File: config.mk
export PLATFORM = sky130hd
export DESIGN_NAME = if_fetch_unit
export DESIGN_NICKNAME = d
export VERILOG_FILES = /design/src/rtl/if_fetch_unit.sv
export SDC_FILE = /design/constraint.sdc
export NUM_CORES = 1
export LEC_CHECK = 0
export CAP_MARGIN = 0
export CORE_MARGIN = 2
export CORE_UTILIZATION = 50
export CTS_CLUSTER_SIZE = 10
export DETAILED_ROUTE_END_ITERATION = 10
export GPL_ROUTABILITY_DRIVEN = 0
export HOLD_SLACK_MARGIN = 0.1
export PLACE_DENSITY = 0.79
export SLEW_MARGIN = 20
export SYNTH_ARGS = -nofsm -noshare
export SYNTH_HDL_FRONTEND = slang
export SYNTH_SLANG_ARGS = --single-unit
File: constraint.sdc
create_clock -name clk -period 6 [get_ports clk]
set_clock_uncertainty 0.15 [all_clocks]
set_input_delay 1.2 -clock clk [delete_from_list [all_inputs] [get_ports clk]]
set_output_delay 1.2 -clock clk [all_outputs]
set_load 0.005 [all_outputs]
File: src/rtl/if_fetch_unit.sv
// if_fetch_unit: instruction-fetch stage.
//   Owns the architectural PC and issues sequential fetches (PC+4) over a
//   req/gnt/rvalid handshake. Only one request is outstanding at a time.
//   Each returned word is buffered together with its PC in a DEPTH-entry
//   FIFO that feeds decode through a valid/ready interface. A redirect
//   from the next-PC logic reloads the PC, flushes the FIFO and discards
//   any response that is still in flight.
// Ports:
//   clk, rstn                  clock (rising edge) / async active-low reset
//   redirect_valid/_pc         redirect request and target from next-PC logic
//   pc_out                     PC of the next fetch to be issued
//   imem_req/_addr/_gnt        fetch request channel
//   imem_rvalid/_rdata         fetch response channel
//   id_valid/_ready/_instr/_pc buffer head towards decode
module if_fetch_unit #(
  parameter logic [31:0] RESET_PC = 32'h0000_0000,
  parameter int          DEPTH    = 2
) (
  input  logic        clk,
  input  logic        rstn,
  input  logic        redirect_valid,
  input  logic [31:0] redirect_pc,
  output logic [31:0] pc_out,
  output logic        imem_req,
  output logic [31:0] imem_addr,
  input  logic        imem_gnt,
  input  logic        imem_rvalid,
  input  logic [31:0] imem_rdata,
  output logic        id_valid,
  input  logic        id_ready,
  output logic [31:0] id_instr,
  output logic [31:0] id_pc
);

  localparam int AW = $clog2(DEPTH);
  localparam int CW = AW + 1;

  typedef enum logic [1:0] {IDLE, WAIT, DROP} state_e;

  state_e          state_q, state_d;
  logic            run_q;
  logic [31:0]     pc_q, pc_d;
  logic [31:0]     req_pc_q, req_pc_d;
  logic [CW-1:0]   count_q, count_d;
  logic [AW-1:0]   wptr_q, wptr_d;
  logic [AW-1:0]   rptr_q, rptr_d;
  logic [31:0]     buf_instr_q [DEPTH];
  logic [31:0]     buf_pc_q    [DEPTH];

  logic fire, push, pop;

  // run_q holds off the first request until the cycle after reset release.
  assign imem_req  = run_q && (state_q == IDLE) && (count_q < CW'(DEPTH)) && !redirect_valid;
  assign imem_addr = pc_q;
  assign pc_out    = pc_q;

  assign fire = imem_req && imem_gnt;
  // A redirect flushes the buffer, so same-cycle push/pop are suppressed.
  assign push = (state_q == WAIT) && imem_rvalid && !redirect_valid;
  assign pop  = id_valid && id_ready && !redirect_valid;

  assign id_valid = (count_q != '0);
  assign id_instr = id_valid ? buf_instr_q[rptr_q] : '0;
  assign id_pc    = id_valid ? buf_pc_q[rptr_q]    : '0;

  always_comb begin
    state_d  = state_q;
    pc_d     = pc_q;
    req_pc_d = req_pc_q;
    count_d  = count_q;
    wptr_d   = wptr_q;
    rptr_d   = rptr_q;

    if (redirect_valid) begin
      pc_d    = {redirect_pc[31:2], 2'b00};
      count_d = '0;
      wptr_d  = '0;
      rptr_d  = '0;
      // An in-flight request whose data has not arrived must be dropped.
      unique case (state_q)
        IDLE:    state_d = IDLE;
        WAIT:    state_d = imem_rvalid ? IDLE : DROP;
        DROP:    state_d = imem_rvalid ? IDLE : DROP;
        default: state_d = IDLE;
      endcase
    end else begin
      unique case (state_q)
        IDLE: if (fire) begin
          req_pc_d = pc_q;
          pc_d     = pc_q + 32'd4;
          state_d  = WAIT;
        end
        WAIT: if (imem_rvalid) state_d = IDLE;
        DROP: if (imem_rvalid) state_d = IDLE;
        default: state_d = IDLE;
      endcase
      if (push) wptr_d = wptr_q + AW'(1);
      if (pop)  rptr_d = rptr_q + AW'(1);
      if (push && !pop)      count_d = count_q + CW'(1);
      else if (pop && !push) count_d = count_q - CW'(1);
    end
  end

  always_ff @(posedge clk or negedge rstn) begin
    if (!rstn) begin
      state_q  <= IDLE;
      run_q    <= 1'b0;
      pc_q     <= RESET_PC;
      req_pc_q <= '0;
      count_q  <= '0;
      wptr_q   <= '0;
      rptr_q   <= '0;
      for (int i = 0; i < DEPTH; i++) begin
        buf_instr_q[i] <= '0;
        buf_pc_q[i]    <= '0;
      end
    end else begin
      state_q  <= state_d;
      run_q    <= 1'b1;
      pc_q     <= pc_d;
      req_pc_q <= req_pc_d;
      count_q  <= count_d;
      wptr_q   <= wptr_d;
      rptr_q   <= rptr_d;
      // rdata is only sampled on a valid response in WAIT.
      if (push) begin
        buf_instr_q[wptr_q] <= imem_rdata;
        buf_pc_q[wptr_q]    <= req_pc_q;
      end
    end
  end

endmodule
---- Word-level counts from Yosys, hierarchy flattened ----
Index checks and enable logic that the tools add are counted.
word-level totals
  register bits ........................... 199
  input bits .............................. 70
  output and inout port bits .............. 130
operators by class
  add/sub/neg operators ................... 5
  $lt $le $gt $ge ......................... 4
  equality and inequality tests ........... 4
  muxes and demuxes ....................... 28
  bitwise logic cells ..................... 3
  reductions and logical operators ........ 25
operators by type and width
  kind                                                                          count
  32-bit two-way mux                                                            12
  64-bit bitwise mux                                                            2
  32-bit by 3-bit adder with 32-bit output, second input constant               1
  32-bit demux with 1-bit select                                                1
  2-bit two-way mux                                                             8
  1-bit logical AND                                                             11
  2-bit nonzero test                                                            5
  2-bit greater-or-equal comparator, second input constant                      2
  1-bit two-way mux                                                             4
  1-bit NOT with 2-bit output                                                   2
  2-bit one-hot mux with 2 select lines                                         1
  2-bit AND reduction                                                           2
  1-bit zero test                                                               3
  3-bit by 1-bit inequality test with 1-bit output, second input constant       1
  3-bit inequality test, second input constant                                  1
  3-bit AND reduction                                                           1
  3-bit nonzero test                                                            1
  1-bit adder, second input constant                                            2
  2-bit by 1-bit adder with 2-bit output, second input constant                 1
  2-bit by 1-bit equality test with 1-bit output, second input constant         1
  2-bit equality test, second input constant                                    1
  2-bit zero test                                                               1
  2-bit by 1-bit less-than comparator with 1-bit output, second input constant  1
  2-bit less-than comparator, second input constant                             1
  3 further kinds                                                               3

---- Logic depth before layout (Yosys ltp) ----
  word-level depth ........................ 8
  mapped depth ............................ 10
  depth with buffers taken out ............ 7

---- Worst setup path after synthesis ----
OpenSTA, ideal clock, no wires.
  path type ............................... in2out
  start point ............................. input redirect_valid
  end point ............................... output imem_req
  arrival time ............................ 1.572 ns
  data required time ...................... 4.650 ns
  slack ................................... 3.078 ns
  cell stages on the path ................. 2
  cell sequence ........................... and4bb_1 > buf_4
on the way
  longest elaborated chain between the ends .. 2
RTL lines
  what               RTL line  RTL
  start, declared    21        input logic redirect_valid,
  1-bit zero test    53        assign imem_req = run_q && (state_q == IDLE) && (count_q < CW'(DEPTH)) && !redirect_valid;
  1-bit logical AND  53
  end, declared      24        output logic imem_req,
Every way passes these cells.

---- Worst setup path in the final report ----
Ends and elaborated chain as after synthesis.

==> results.py <==
metrics = {
    "outcome": {
        "status": "finished clean",
    },
    "yosys": {
        "synth_fa_ha_area_frac": 0.00411,
        "synth_compound_area_frac": 0.0415,
        "synth-edff-count": 0,
        "synth_ff_type": "dfrtp_1",
        "avgSynthCellArea_sq_um": 11.4,
        "yosysSeqAreaShare": 0.523,
        "yosysUniqueCellTypes": 60,
        "synth_xor_area_frac": 0.0115,
        "synth_top_family_by_area": "multiplexers",
        "synth_simple_gate_area_frac": 0.135,
        "yosysWarnings": 0,
        "synth.area.mux_share": 0.227,
        "async_flop_share": 1.00,
        "netlist_instances": 805,
        "syn_area_sq_mm": 0.00914,
        "ys_seq_elements": 191,
    },
    "detailed_routing": {
        "drc": 0,
        "via_per_inst": 5.49,
        "antenna_left": 0,
        "route.vias.total": 6546,
        "post_drt_wl_per_cell_microns": 17.3,
        "wl_microns": 20700,
        "drtIter0Drc": 350,
        "dr.pass1.iters": 5,
    },
    "cts": {
        "postCtsSetupBuffers": 0,
        "clk_latency_ps": 430,
        "h-tree-depth": 4,
        "hold_buffers": 0,
        "cts_resized": 0,
        "root_buffer": "clkbuf_16",
        "cts_tree": "built",
        "clock-sinks": 191,
        "cts_buffers": 17,
        "ctsLongestPathBuffers": 2,
        "clkSlewWorstSetupHoldPaths_ps": 70,
    },
    "critical_path": {
        "crit_type": "input pin to output pin",
        "path_max_fanout": 7,
        "end_kind": "output pin",
        "crit_path_start_kind": "input pin",
        "worstPathRequired_ps": 4650,
        "r2r_start": "state_q[1]",
        "arrival_ps": 2810,
        "crit_start": "redirect_valid",
    },
    "grt": {
        "track_usage": 0.217,
        "first_global_vias": 6439,
        "grt_pass1_wl_microns": 33500,
        "met2_usage": 0.349,
        "grt_max_degree": 119,
        "overflow": 0,
        "antenna_found_initial": 0,
        "grt_use_met3": 0.0435,
        "busiest_layer": "met2",
        "gr-usage-met1": 0.295,
    },
    "run": {
        "drv_cap": 0,
    },
    "timing": {
        "rsz0062_at_grt": "no",
        "hold_violations": 0,
        "slew_viol_final": 0,
        "fmax_mhz": 241,
        "tns_ps": 0,
        "fin_ws_ps": 1840,
        "tightestPinTransition_ps": 813,
        "period_share": 0.693,
        "setup_viol": 0,
        "relSlewSlack": 0.458,
        "min_period_ps": 4160,
    },
    "placed_design": {
        "io_buffers": 191,
        "placed_area_sq_mm": 0.0110,
        "dp.cells": 1160,
        "place_ws_ps": 1870,
        "hpwlAfterDp_microns": 13600,
    },
    "finish": {
        "stdcell_area_sq_mm": 0.0116,
        "layout-drive-gt1-share": 0.186,
        "area_growth_pct": 26.8,
        "final_cell_mix": "dfrtp_1, clkdlybuf4s50_1, mux2_2",
        "layout.nets": 1024,
        "diodes": 0,
        "fillerInstances": 1409,
        "multiInputGateArea_sq_mm": 0.00387,
        "fin_cells": 1193,
        "layout.area.seq_sq_mm": 0.00478,
    },
    "worst_hold_path": {
        "hp-class": "flip-flop to flip-flop",
        "min-delay-start": "buf_instr_q[49]",
    },
    "power_and_ir_drop": {
        "power_density_mw_per_mm2": 283,
        "peakVddDrop_uv": 193,
        "finalPower_w": 0.00328,
        "power_leakage_nw": 5.06,
    },
    "die": {
        "dieWidth_microns": 139,
        "io_pins": 200,
        "core-area_sq_mm": 0.0180,
        "rows": 49,
        "die_h_microns": 139,
        "die_area_sq_mm": 0.0194,
        "start_util": 0.509,
    },
}
==> cell families (layout without fill, tap and decap cells) <==
logic type | count (synthesis) | after routing
compound gates | 57 | 57
other cells | 2 | 7
fa+ha+maj | 3 | 3
mux | 191 | 191
buf+inv | 91 | 245
flops | 191 | 191
xor+xnor | 12 | 12
simple gates | 258 | 258
==> report_power, final <==
group / internal, W / switching, W / total, W
logic: 0.000307 / 0.000223 / 0.000530
clock network: 0.000607 / 0.000483 / 0.00109
registers: 0.00150 / 0.000161 / 0.00166
total: 0.00242 / 0.000867 / 0.00328
==> metal layers <==
| layer | vias to the layer above | share of wire |
|---|---|---|
| met5 | - | 0 |
| met3 | 39 | 0.061 |
| met4 | 0 | 0.023 |
| met2 | 238 | 0.47 |
| li1 | 3028 | - |
| met1 | 3241 | 0.45 |
==> cells in the mapped netlist (all sizes together), types with 4 or more instances <==
master | n | area [sq um]
dfrtp | 191 | 4780
inv | 11 | 41.3
nor4 | 11 | 121
clkbuf | 19 | 72.6
a22oi | 4 | 30.0
nand4 | 9 | 86.3
a21oi | 13 | 68.8
nor3 | 11 | 65.1
nand3 | 13 | 70.1
buf | 61 | 412
xor2 | 4 | 35.0
nor2 | 84 | 315
nand2 | 109 | 412
and3 | 4 | 26.3
mux2 | 127 | 1430
o21ai | 19 | 95.1
xnor2 | 8 | 70.1
o221a | 4 | 45.0
mux2i | 64 | 641
==> area by class of cell <==
cell class / count / area share
clock buffer: 20 / 0.0403
sequential: 191 / 0.413
multi-input combinational: 528 / 0.334
timing repair buffer: 202 / 0.175
tap: 229 / 0.0247
clock inverter: 12 / 0.00940
inverter: 11 / 0.00356
==> sequential cells by signal, summed over array words and instances (netlist names) <==
name / cells
count_q: 2
imem_addr: 30
state_q: 2
rptr_q: 1
req_pc_q: 30
buf_instr_q: 64
run_q: 1
buf_pc_q: 60
wptr_q: 1
==> per-stage QoR <==
| step | hold slack (ps) | util |
|---|---|---|
| detailed placement | 324 | 0.612 |
| floorplan | 303 | - |
| global route | 351 | 0.645 |
| finish | 333 | 0.645 |
| CTS | 340 | 0.644 |
| global placement | 316 | 0.612 |
==> worst paths after layout <==
check / endpoint / slack, ps / depth (start not counted)
worst max register to register: imem_addr[18] / 3060 / 8
worst max-delay path: imem_req / 1840 / 3
max in group asynchronous: wptr_q / 4040 / 2
worst min register to register: buf_instr_q[49] / 330 / 1
worst min-delay path: buf_instr_q[49] / 330 / 1
min in group asynchronous: buf_instr_q[13] / 610 / 1
==> worst max-delay path, cell delays in order <==
cell and delay [ps]:
clkdlybuf4s50_1 450, and4bb_1 560, clkdlybuf4s50_1 590
Power figures use the tool's default switching activity.
